==> src/rtl/fifo_wr_arbiter.sv <==
// Round-robin arbiter sharing one FIFO write port among N_REQ producers.
// Ports:
//   clk_i, arst_i         clock, async active-high reset
//   req_valid_i/data_i    producer beats, slice k = producer k
//   req_ready_o           handshake back to producers
//   grant_o               one-hot current burst owner, 0 when idle
//   fifo_usedw_i          FIFO fill level
//   fifo_wrreq_o/data_o   registered FIFO write port
module fifo_wr_arbiter #(
  parameter int N_REQ     = 4,
  parameter int DWIDTH    = 8,
  parameter int AWIDTH    = 12,
  parameter int BURST_LEN = 4
) (
  input  logic                    clk_i,
  input  logic                    arst_i,
  input  logic [N_REQ-1:0]        req_valid_i,
  input  logic [N_REQ*DWIDTH-1:0] req_data_i,
  output logic [N_REQ-1:0]        req_ready_o,
  output logic [N_REQ-1:0]        grant_o,
  input  logic [AWIDTH:0]         fifo_usedw_i,
  output logic                    fifo_wrreq_o,
  output logic [DWIDTH-1:0]       fifo_data_o
);

  localparam int IW = (N_REQ > 1) ? $clog2(N_REQ) : 1;
  localparam logic [AWIDTH+1:0] DEPTH =
    {2'b01, {AWIDTH{1'b0}}};

  typedef enum logic {
    IDLE,
    BURST
  } state_t;

  state_t          state;
  logic [IW-1:0]   owner;
  logic [IW-1:0]   rr_ptr;
  logic [IW-1:0]   pick_idx;
  logic [IW-1:0]   cand;
  logic [IW-1:0]   next_ptr;
  logic            pick_vld;
  logic [7:0]      beat_cnt;
  logic [AWIDTH+1:0] fill;
  logic            room;
  logic            own_valid;
  logic            accept;
  logic            last_beat;
  logic            leave;
  logic [DWIDTH-1:0] own_data;
  int              j;

  // The write registered last cycle is not yet in usedw,
  // so count it as already occupying a slot.
  assign fill = {1'b0, fifo_usedw_i}
              + {{(AWIDTH+1){1'b0}}, fifo_wrreq_o};
  assign room = fill < DEPTH;

  assign own_valid = req_valid_i[owner];
  assign accept    = (state == BURST) && own_valid && room;
  assign last_beat = beat_cnt == 8'(BURST_LEN - 1);
  assign leave     = !own_valid || (accept && last_beat);
  assign next_ptr  = (owner == IW'(N_REQ - 1))
                   ? '0 : owner + 1'b1;

  always_comb begin
    own_data = '0;
    for (int k = 0; k < N_REQ; k++)
      if (IW'(k) == owner)
        own_data = req_data_i[k*DWIDTH +: DWIDTH];
  end

  always_comb begin
    req_ready_o = '0;
    if (state == BURST)
      req_ready_o[owner] = room;
  end

  // Scan downward so the lowest offset from rr_ptr wins.
  always_comb begin
    pick_vld = 1'b0;
    pick_idx = rr_ptr;
    cand     = rr_ptr;
    j        = 0;
    for (int i = N_REQ - 1; i >= 0; i--) begin
      j    = (int'(rr_ptr) + i) % N_REQ;
      cand = IW'(j);
      if (req_valid_i[cand]) begin
        pick_vld = 1'b1;
        pick_idx = cand;
      end
    end
  end

  always_ff @(posedge clk_i or posedge arst_i) begin
    if (arst_i) begin
      state        <= IDLE;
      owner        <= '0;
      rr_ptr       <= '0;
      beat_cnt     <= '0;
      grant_o      <= '0;
      fifo_wrreq_o <= 1'b0;
      fifo_data_o  <= '0;
    end else begin
      unique case (state)
        IDLE: begin
          fifo_wrreq_o <= 1'b0;
          if (pick_vld) begin
            owner    <= pick_idx;
            grant_o  <= N_REQ'(1) << pick_idx;
            beat_cnt <= '0;
            state    <= BURST;
          end
        end
        BURST: begin
          fifo_wrreq_o <= accept;
          if (accept) begin
            fifo_data_o <= own_data;
            beat_cnt    <= beat_cnt + 8'd1;
          end
          if (leave) begin
            state   <= IDLE;
            rr_ptr  <= next_ptr;
            grant_o <= '0;
          end
        end
        default: state <= IDLE;
      endcase
    end
  end

endmodule

==> config.mk <==
export PLATFORM = sky130hd
export DESIGN_NAME = fifo_wr_arbiter
export DESIGN_NICKNAME = d
export VERILOG_FILES = /design/src/rtl/fifo_wr_arbiter.sv
export SDC_FILE = /design/constraint.sdc
export NUM_CORES = 1
export LEC_CHECK = 0
export CAP_MARGIN = 20
export CORE_ASPECT_RATIO = 1.25
export CORE_MARGIN = 2
export CORE_UTILIZATION = 47
export DETAILED_ROUTE_END_ITERATION = 10
export GPL_TIMING_DRIVEN = 0
export PLACE_DENSITY_LB_ADDON = 0.08
export SYNTH_ARGS = -nofsm -noshare
export SYNTH_HDL_FRONTEND = slang
export SYNTH_SLANG_ARGS = --single-unit
==> constraint.sdc <==
create_clock -name clk_i -period 4.3 [get_ports clk_i]
set_clock_uncertainty 0.05 [all_clocks]
set_input_delay 0.645 -clock clk_i [delete_from_list [all_inputs] [get_ports clk_i]]
set_output_delay 0.645 -clock clk_i [all_outputs]
set_load 0.05 [all_outputs]
==> flow_metrics.py <==
metrics = {
    "clock_network": {
        "cts_tree": "built",
        "path_clk_slew_ns": 0.09,
        "cts.path.max_buffers": 2,
        "cts_hold_buffers": 0,
        "clock_latency_ns": 0.27,
        "root_buffer": "clkbuf_8",
        "cts-buffers-inserted": 3,
        "numClockSinks": 26,
        "post_cts_resized": 0,
        "h-tree-depth": 1,
        "post_cts_buffers": 0,
    },
    "grt": {
        "antenna_found_initial": 0,
        "grt_util_all_layers": 0.2401,
        "grt_pass1_wl_mm": 7.734,
        "grt_pass1_vias": 1677,
        "grt-ovfl-total": 0,
        "grt_max_degree": 27,
    },
    "worst_hold_path": {
        "holdCritStartpoint": "fifo_data_o[6]",
        "hold_class": "reg -> reg",
        "holdPathEnd": "fifo_data_o[6]",
        "whs_path_depth": 1,
    },
    "power_and_ir_drop": {
        "swShare": 0.4472,
        "p_switching_uw": 702.4,
        "seqPwrFrac": 0.260,
        "clkPwrFrac": 0.129,
        "leakagePower_uw": 0.001017,
        "p_comb_frac": 0.611,
        "ir_worst_vdd_v": 0.0004620,
        "powerDensity_nw_per_um2": 626.1,
        "intPower_uw": 868.3,
    },
    "critical_path": {
        "critical_path.cell_chain": "clkdlybuf4s50_1 > nand4_1 > nor4_4 > clkbuf_1 > nor2_1 > and2_1 > clkdlybuf4s50_1",
        "reg2reg_from": "owner[0]",
        "cp.required_ns": 3.61,
        "cpMaxStageDelayCell": "clkdlybuf4s50_1",
        "ff2ff_setup_slack_ns": 2.29,
        "start_kind": "input port",
        "arrival_ns": 3.20,
        "cp_max_fo": 10,
        "worstSetupPathType": "in -> out",
        "critPathMaxStageDelay_ns": 0.70,
        "reg2regPathDepth": 6,
        "cpMostUsedCell": "clkdlybuf4s50_1",
        "rr_endpoint": "fifo_data_o[6]",
        "end_kind": "output pin",
    },
    "logic_synthesis": {
        "synthesis.nets": 231,
        "synthTopCellsByCount": "26 x dfrtp_1, 23 x nand2_1, 11 x o31ai_1",
        "synthDistinctLibCells": 38,
        "synthFlopType": "dfrtp_1",
        "ys_ff_latch": 26,
        "yosysMostFrequentCell": "dfrtp_1",
        "synth_top_area_cell": "dfrtp_1",
        "synth_edf_count": 0,
        "synth_top_area_share": 0.3826,
        "avgSynthCellArea_um2": 9.716,
        "synth_seq_area_share": 0.3826,
        "yosys_warnings": 0,
        "syn-instance-count": 175,
        "async_reset_ff_frac": 1.000,
        "synth_area_um2": 1700,
        "ys_top_cells_by_area": "dfrtp_1 38%, mux2_4 6.2%, nand2_1 5.1%",
    },
    "finish": {
        "n_antenna_cell": 0,
        "final_core_util": 0.7202,
        "drive_above_1_share": 0.08943,
        "nets": 303,
        "synthToLayoutAreaGrowth_pct": 47.54,
    },
    "sta": {
        "post-route-min-period_ns": 3.892,
        "tns_ns": 0,
        "finalWorstSetupSlack_ns": 0.4082,
        "fmax_mhz": 256.9,
        "worst_slew_pin_slew_ns": 0.5451,
        "post-route-period-util": 0.9051,
        "hold_viol": 0,
        "setup_viol": 0,
        "grt_setup_unrepaired": "false",
        "maxSlewHeadroom": 0.6358,
        "maxSlewViolCount": 0,
        "timing.hold.ws_ns": 0.4722,
    },
    "route": {
        "drt_iter0_drc": 69,
        "wirelength_mm": 4.743,
        "drt_first_pass_iters": 4,
        "ant_nets": 0,
        "wire_per_inst_um": 16.64,
        "via_per_inst": 5.849,
        "via_count": 1667,
        "drc_errors": 0,
    },
    "die": {
        "die_w_um": 57.80,
        "start_util": 0.4881,
        "coreArea_um2": 3483,
        "io_pins": 68,
        "rows": 24,
        "die_area_um2": 4118,
        "die_h_um": 71.25,
    },
    "placement": {
        "globalplace.congestion": 0.8568,
        "place_ws_ns": 0.4152,
        "io_buffers": 66,
        "dp_hpwl_mm": 3.643,
    },
    "outcome": {
        "status": "completed",
    },
    "flow_run": {
        "cap_violations": 0,
    },
}
==> layer usage <==
metal | wire length [um] | vias up | share of wire | track usage
li1 | - | 799 | - | -
met1 | 1951 | 798 | 0.41 | 0.2820
met2 | 2425 | 59 | 0.51 | 0.4331
met3 | 265 | 11 | 0.056 | 0.03971
met4 | 100 | 0 | 0.021 | 0.08786
met5 | 0 | - | 0 | 0
==> how the worst max path moves through the flow <==
stage                    start  cells past startpoint  slack, ns             end
5_1_grt        fifo_usedw_i[8]                      7       0.26  req_ready_o[0]
3_3_place_gp   fifo_usedw_i[8]                      7       0.50  req_ready_o[0]
6_report       fifo_usedw_i[8]                      7       0.41  req_ready_o[0]
2_1_floorplan     fifo_wrreq_o                      5       1.70  req_ready_o[0]
4_1_cts        fifo_usedw_i[8]                      7       0.40  req_ready_o[0]
3_5_place_dp   fifo_usedw_i[8]                      7       0.42  req_ready_o[0]
==> flip-flops by register name, summed over array words and instances (netlist names) <==
register and count:
beat_cnt 8, fifo_data_o 8, fifo_wrreq_o 1, grant_o 4
owner 2, rr_ptr 2, state 1
==> power by group through the flow <==
stage / Sequential [uW] / Combinational, uW / Clock (uW)
floorplan: 586 / 482 / 0
global placement: 404 / 929 / 0
detailed placement: 410 / 952 / 0
CTS: 406 / 960 / 207
global route: 420 / 1030 / 217
finish: 409 / 960 / 202
==> cells by family after synthesis <==
family | Yosys count | share of synthesized area
AOI/OAI and AO/OA | 46 | 0.1972
adders and majority gates | 5 | 0.03679
DFF | 26 | 0.3826
muxes | 15 | 0.1185
buffers and inverters | 18 | 0.04857
and+or+nand+nor | 65 | 0.2163
==> critical path: cells and delay by family <==
kind / cells / cell delay, ns
buffers and inverters: 3 / 1.53
AND/OR/NAND/NOR: 4 / 1.01
==> area by class of cell <==
cell class | count | area [um^2]
Clock buffer | 3 | 41.29
Tap cell | 39 | 48.80
Sequential cell | 26 | 650.6
Clock inverter | 1 | 30.03
Buffer | 10 | 52.55
Multi-Input combinational cell | 131 | 967.2
Inverter | 8 | 30.03
Timing Repair Buffer | 67 | 688.2
Fill cell | 264 | 974.7
==> layout by cell type, fill, tap and decap left out, types with 2 or more instances in the layout <==
cell type	netlist	layout
nor2b_1	10	10
and2_1	4	4
a221oi_1	7	7
o21ai_0	5	5
ha_1	5	5
clkbuf_8	0	3
buf_6	2	2
clkbuf_1	8	8
nand2_1	23	23
nor2_1	6	6
o22a_1	2	2
mux2i_1	4	4
or4_1	4	4
dfrtp_1	26	26
clkdlybuf4s50_1	0	66
a21oi_1	10	10
nand4_1	5	5
nand2b_1	2	2
and3_1	2	2
mux2_2	3	3
o32ai_1	4	4
inv_1	8	8
nor3_1	2	2
mux2_4	7	7
o31ai_1	11	11
==> per-stage QoR <==
stage / power [uW] / cells / area (um^2)
after CTS: 1573 / 284 / 2481
after global routing: 1670 / 285 / 2509
after detailed placement: 1362 / 280 / 2410
after floorplan: 1069 / 175 / 1700
after global placement: 1333 / 280 / 2410
final: 1571 / 285 / 2509
Note: power is estimated with default switching activity, not from simulation.
